--- src/rtl/imm_gen_pipe.sv ---
// imm_gen_pipe: RISC-V immediate decoder feeding a 2-entry output FIFO.
// Define IMMGEN_ILLEGAL_EN to add a per-entry err flag and the err port.
module imm_gen_pipe #(
  parameter int XLEN = 32
) (
  input  logic            clk,
  input  logic            reset,
  input  logic            in_valid,
  output logic            in_ready,
  input  logic [24:0]     instr,
  input  logic [2:0]      immsrc,
  output logic            out_valid,
  input  logic            out_ready,
  output logic [XLEN-1:0] immext
`ifdef IMMGEN_ILLEGAL_EN
  ,
  output logic            err
`endif
);

  logic        s;
  logic [31:0] imm32;
  logic [XLEN-1:0] wide;

  assign s = instr[24];

  always_comb begin
    imm32 = '0;
    unique case (1'b1)
      (immsrc == 3'b000):
        imm32 = {{20{s}}, instr[24:13]};
      (immsrc == 3'b001):
        imm32 = {{20{s}}, instr[24:18], instr[4:0]};
      (immsrc == 3'b010):
        imm32 = {{20{s}}, instr[0], instr[23:18],
                 instr[4:1], 1'b0};
      (immsrc == 3'b011):
        imm32 = {{12{s}}, instr[12:5], instr[13],
                 instr[23:14], 1'b0};
      (immsrc == 3'b100):
        imm32 = {instr[24:5], 12'b0};
      (immsrc == 3'b101):
        imm32 = {27'b0, instr[12:8]};
      default:
        imm32 = '0;
    endcase
  end

  // every format fits a signed 32-bit value, so one
  // sign-extending cast covers both XLEN settings
  assign wide = XLEN'($signed(imm32));

  logic [XLEN-1:0] mem [2];
  logic            wptr;
  logic            rptr;
  logic [1:0]      count;
  logic            push;
  logic            pop;

  assign in_ready  = reset | ~count[1];
  assign out_valid = |count;
  assign push      = in_valid & ~count[1] & ~reset;
  assign pop       = out_valid & out_ready & ~reset;

  always_ff @(posedge clk) begin
    if (reset) begin
      count  <= '0;
      wptr   <= 1'b0;
      rptr   <= 1'b0;
      mem[0] <= '0;
      mem[1] <= '0;
    end else begin
      if (push) begin
        mem[wptr] <= wide;
        wptr      <= ~wptr;
      end
      if (pop)
        rptr <= ~rptr;
      if (push && !pop)
        count <= count + 2'd1;
      else if (pop && !push)
        count <= count - 2'd1;
    end
  end

  assign immext = mem[rptr];

`ifdef IMMGEN_ILLEGAL_EN
  logic bad;
  logic errq [2];

  assign bad = immsrc[2] & immsrc[1];

  always_ff @(posedge clk) begin
    if (reset) begin
      errq[0] <= 1'b0;
      errq[1] <= 1'b0;
    end else if (push) begin
      errq[wptr] <= bad;
    end
  end

  assign err = errq[rptr];
`endif

endmodule
--- config.mk ---
export PLATFORM = sky130hd
export DESIGN_NAME = imm_gen_pipe
export DESIGN_NICKNAME = d
export VERILOG_FILES = /design/src/rtl/imm_gen_pipe.sv
export SDC_FILE = /design/constraint.sdc
export NUM_CORES = 1
export LEC_CHECK = 0
export CORE_MARGIN = 1
export CORE_UTILIZATION = 52
export CTS_BUF_LIST = sky130_fd_sc_hd__clkbuf_4 sky130_fd_sc_hd__clkbuf_8 sky130_fd_sc_hd__clkbuf_16
export DETAILED_ROUTE_END_ITERATION = 6
export GPL_TIMING_DRIVEN = 0
export PLACE_DENSITY_LB_ADDON = 0.3
export SYNTH_ARGS = -nofsm -noshare
export SYNTH_HDL_FRONTEND = slang
export SYNTH_SLANG_ARGS = --single-unit
--- constraint.sdc ---
create_clock -name clk -period 2.9 [get_ports clk]
set_clock_uncertainty 0.15 [all_clocks]
set_input_delay 0.87 -clock clk [delete_from_list [all_inputs] [get_ports clk]]
set_output_delay 0.87 -clock clk [all_outputs]
set_load 0.02 [all_outputs]
Word-level counts from Yosys, hierarchy flattened --
Memories as Yosys holds them, arrays and structs flattened. A register that Yosys moved wholly into a read port is not among the register bits. Index checks and enable logic that the tools add are counted. Widths: inputs -> output; s select.
Word-level totals: memories kept 1, flip-flop bits (word level) 4, output and inout bits 34, logic and storage cells 41, bits in writable memories 64, input port bits 32
Memories:
- mem | depth 2, width 32, read ports 1, clocked after Yosys merged registers in 1, write ports 2, line 53 | logic [XLEN-1:0] mem [2];
Operators by class: reduce and logical (&&, ||, !) cells 8, add/subtract/negate cells 2, multiplexer cells 13, bitwise operators 9, equality and inequality tests 5
Operators by type and width (number):
- $pmux 32 s6 | 1
- $mux 32 | 1
- $reduce_or 32->1 | 1
- $mux 1 | 9
- $eq 3x2->1 const B | 2
- $eq 3x3->1 const B | 2
- $and 1x1->1 | 4
- $mux 2 | 2
- $not 1->1 | 4
- $eq 3x1->1 const B | 1
- $logic_not 3->1 | 1
- $add 2x1->2 const B | 1
- $logic_and 1x1->1 | 2
- $logic_not 1->1 | 2
- $reduce_bool 2->1 | 1
- $reduce_or 2->1 | 1
- $sub 2x1->2 const B | 1
- $or 1x1->1 | 1

Longest topological paths before layout --
word-level depth 8, gate-level depth with buffers 6, mapped depth without buffers 6

Least setup slack after synthesis --
OpenSTA, ideal clock, no wires.
path type in2reg, start input reset, end memory mem[0][0] (enable), arrival time 2059 ps, setup slack 297 ps, library setup time 394 ps, data required time 2356 ps, path buffers 1, stages 4, cells stage by stage nor3b_4 -> nand2b_1 -> buf_6 -> nand2b_1
RTL lines:
- start, declared | line 7 | input logic reset,
- end, declared | line 53

Worst setup path after layout --
start input reset, end output in_ready
Between the ends: longest elaborated chain between the ends 1
Ends and longest elaborated chain:
- $or 1x1->1 | line 60 | assign in_ready = reset | ~count[1];
- end, declared | line 9 | output logic in_ready,
Every way passes these cells.

==> run summary <==
DETAILED ROUTING
--------------------------------------------------------------------------------------------------------
Routed wire length                                                                               7773 um
Vias per std cell                                                                                  5.752
Post-detailed-route wirelength per cell                                                         17.71 um
Iter 0 DRT Violations                                                                                208
Via count of the routed design                                                                      2525
Router iterations before antenna repair                                                                7
DRC Markers                                                                                            9
Number of nets still failing antenna checks after routing                                              0

CRITICAL PATH
--------------------------------------------------------------------------------------------------------
Launch point of the worst path                                                                     reset
Data arrival time of the critical path                                                           1830 ps
Worst path buffer plus inverter count                                                                  3
Max FO, Critical Path                                                                                 10
Cells along the critical path                                                               clkdlybuf4s50_1, buf_6, nand2b_1, buf_2
Cell class contributing the biggest share of worst-path delay                               buffers and inverters
Crit Path Class                                                                             input pin to output port
Kind of end point of the critical path                                                       output port
Worst-case register-to-register setup slack                                                       760 ps
CP max stage cell                                                                           sky130_fd_sc_hd__clkdlybuf4s50_1
Max stage delay on crit path                                                                      550 ps
Startpoint of the most critical register-to-register path                                       count[1]
Type of origin of the critical path                                                            input pin
Required time reported for the critical path endpoint                                            1880 ps

SYNTH
--------------------------------------------------------------------------------------------------------
Cells taking the most area after synthesis                                                  sky130_fd_sc_hd__edfxtp_1 (54%), sky130_fd_sc_hd__mux2_2 (12%), sky130_fd_sc_hd__a21oi_1 (4.1%), sky130_fd_sc_hd__a21o_1 (3.0%), sky130_fd_sc_hd__nor2_1 (2.9%)
Top cell type's share of synthesized area                                                         54.31%
Library cell occupying the most area in the post-synthesis netlist                          sky130_fd_sc_hd__edfxtp_1
Gate count after technology mapping                                                                  284
Post-Syn Area per Cell                                                                        12.46 um^2
Post-Syn Nets                                                                                        317
Post-synthesis cell type count                                                                        36
Leading register cell type out of synthesis                                                 sky130_fd_sc_hd__edfxtp_1
Flip-flop and latch count after synthesis                                                             69
Sequential area share after synthesis                                                             57.14%
Cell area after synthesis                                                                   0.003538 mm^2
EDFF count, synth                                                                                     64
Number of warnings printed during yosys synthesis                                                      0
Proportion of synthesized flip-flops having asynchronous set or reset                                 0%
Most frequent cells after synthesis                                                         sky130_fd_sc_hd__edfxtp_1 (64), sky130_fd_sc_hd__mux2_2 (38), sky130_fd_sc_hd__a21oi_1 (29)
Most common cell in the netlist                                                             sky130_fd_sc_hd__edfxtp_1

DIE
--------------------------------------------------------------------------------------------------------
Initial standard-cell utilization of the core                                                     54.78%
Num rows                                                                                              29
Die width                                                                                       84.49 um
Overall die height                                                                              84.49 um
Die Area                                                                                    0.007139 mm^2
Ports placed on the boundary                                                                          66
Core area                                                                                   0.006459 mm^2

FINISH
--------------------------------------------------------------------------------------------------------
Post-layout net count                                                                                390
Layout cell share with drive strength beyond 1                                                    24.86%
Total inserted antenna cells                                                                           0
Area growth from synthesis to layout                                                              28.25%

CLOCK NETWORK
--------------------------------------------------------------------------------------------------------
Post-cts hold buffer count                                                                             0
Post-CTS clock slew at the launch and capture registers of the worst setup and hold paths          70 ps
H-Tree Level Count                                                                                     3
Clock tree sinks                                                                                      69
Number of buffers created by CTS                                                                       9
Maximum clock path buffer count                                                                        2
Root Buffer Master                                                                          sky130_fd_sc_hd__clkbuf_8
TritonCTS clock tree                                                                                done
Clock latency on the worst-skew pair                                                              350 ps
Setup Fix Bufs, Post-CTS                                                                               0

TIMING
--------------------------------------------------------------------------------------------------------
Shortest period the worst path allows                                                            2853 ps
Transition time at the pin with the least slew margin                                           858.4 ps
Worst slew margin relative to its limit                                                           42.77%
Post-Route Setup TNS                                                                                0 ps
Unrepaired setup endpoints after global routing                                                       no
Maximum clock frequency                                                                        350.5 MHz
Count of final setup violators                                                                         0
Final hold viol count                                                                                  0
Final worst setup slack                                                                         46.83 ps
Final Max Slew Viols                                                                                   0
Crit share post-route                                                                             98.39%
Worst hold-check slack                                                                          365.2 ps

STATUS
--------------------------------------------------------------------------------------------------------
Outcome                                                                                     complete, but fails checks
Violations in the final reports                                                             design-rule violations

PLACE
--------------------------------------------------------------------------------------------------------
Port Buf Inserts                                                                                      63
Final estimated routing congestion in global placement                                            0.8456
Placement-stage worst setup slack                                                              -458.0 ps
Detailed Place HPWL                                                                              5235 um

GLOBAL ROUTING
--------------------------------------------------------------------------------------------------------
Number of antenna violations at the first check in global routing                                      0
Global routing usage summed across all routing layers                                             23.26%
Wire length of the first global-routing pass                                                    12390 um
Number of global-route vias before repair                                                           2529
Maximum number of pins on one net before global-route repair                                          33
Final global-route overflow total                                                                      0

POWER AND IR DROP
--------------------------------------------------------------------------------------------------------
Pwr per Cell Area                                                                           608.9 mW/mm^2
Peak supply drop                                                                                349.8 uV
Leakage power of the design                                                                     1.844 nW

JOB
--------------------------------------------------------------------------------------------------------
Max-cap violations                                                                                     0

WORST HOLD PATH
--------------------------------------------------------------------------------------------------------
Worst min path class                                                                        register to register
Worst Hold Launch                                                                                   rptr

[sequential cells by signal, summed over array words and instances (netlist names), named ones only]
name   count
count      2
mem       64
rptr       1
wptr       1
[power by group]
group | internal [mW] | switching, mW | total [mW]
clock | 0.488 | 0.394 | 0.882
sequential | 1.17 | 0.0357 | 1.21
combinational | 0.326 | 0.348 | 0.674
[worst min-delay path: stages (launching register included)]
cell and delay, ps:
sky130_fd_sc_hd__dfxtp_1 320, sky130_fd_sc_hd__xor2_1 80, sky130_fd_sc_hd__nor2_1 80
[through the flow]
stage	utilization [%]	power, mW	instance area (um^2)	instances
2_1_floorplan	-	1.630	3538	284
3_3_place_gp	66.04	1.903	4265	424
3_5_place_dp	66.12	1.915	4270	424
4_1_cts	69.55	2.778	4492	439
5_1_grt	70.26	2.864	4538	439
6_report	70.26	2.763	4538	439
[kinds of logic after synthesis]
logic type	share of synthesized area, %
simple gates	13.90
flops	57.14
mux	13.30
compound gates	11.03
fa+ha+maj	0.3536
xor+xnor	0.7427
buf+inv	3.536
[final timing paths]
kind                      to  cells after the start
hold / removal          rptr                      2
setup / recovery    in_ready                      4
setup reg to reg  mem[0][19]                      4
hold reg to reg         rptr                      2
[per-layer routing]
| layer | up-vias | wire length [um] | global-route usage (%) |
|---|---|---|---|
| met1 | 1212 | 3114 | 28.46 |
| li1 | 1191 | - | - |
| met2 | 107 | 4029 | 38.65 |
| met4 | 0 | 174 | 13.56 |
| met3 | 15 | 454 | 4.425 |
| met5 | - | 0 | 0 |
[layout by cell type (no fill, tap or decap), types with 3 or more instances in the layout]
| cell | n |
|---|---|
| sky130_fd_sc_hd__a21o_1 | 14 |
| sky130_fd_sc_hd__a21oi_1 | 29 |
| sky130_fd_sc_hd__a21oi_2 | 8 |
| sky130_fd_sc_hd__a22oi_1 | 4 |
| sky130_fd_sc_hd__and2_1 | 12 |
| sky130_fd_sc_hd__buf_2 | 6 |
| sky130_fd_sc_hd__buf_4 | 5 |
| sky130_fd_sc_hd__buf_6 | 5 |
| sky130_fd_sc_hd__clkbuf_1 | 4 |
| sky130_fd_sc_hd__clkbuf_8 | 9 |
| sky130_fd_sc_hd__clkdlybuf4s50_1 | 40 |
| sky130_fd_sc_hd__dfxtp_1 | 4 |
| sky130_fd_sc_hd__dlygate4sd2_1 | 5 |
| sky130_fd_sc_hd__dlymetal6s2s_1 | 17 |
| sky130_fd_sc_hd__edfxtp_1 | 64 |
| sky130_fd_sc_hd__mux2_2 | 38 |
| sky130_fd_sc_hd__nand2_1 | 7 |
| sky130_fd_sc_hd__nand2b_1 | 5 |
| sky130_fd_sc_hd__nand3_1 | 8 |
| sky130_fd_sc_hd__nand3b_1 | 7 |
| sky130_fd_sc_hd__nor2_1 | 27 |
| sky130_fd_sc_hd__nor2b_1 | 4 |
| sky130_fd_sc_hd__o21ai_0 | 5 |
| sky130_fd_sc_hd__xor2_1 | 3 |
[final cells by class]
type | instances | area [um^2]
Sequential cell | 69 | 2023
Fill cell | 464 | 1921
Multi-Input combinational cell | 194 | 1396
Timing Repair Buffer | 63 | 661.9
Buffer | 20 | 138.9
Clock buffer | 9 | 123.9
Clock inverter | 7 | 97.59
Tap cell | 77 | 96.34
[timing repair]
| action | 4_1_cts | 5_1_grt |
|---|---|---|
| pin swaps | 0 | 0 |
| endpoints found under the setup margin | 31 | 18 |
| gates resized for setup | 15 | 18 |
| hold endpoints to repair | 0 | 0 |
No activity file was read; power rests on OpenSTA's default activity.
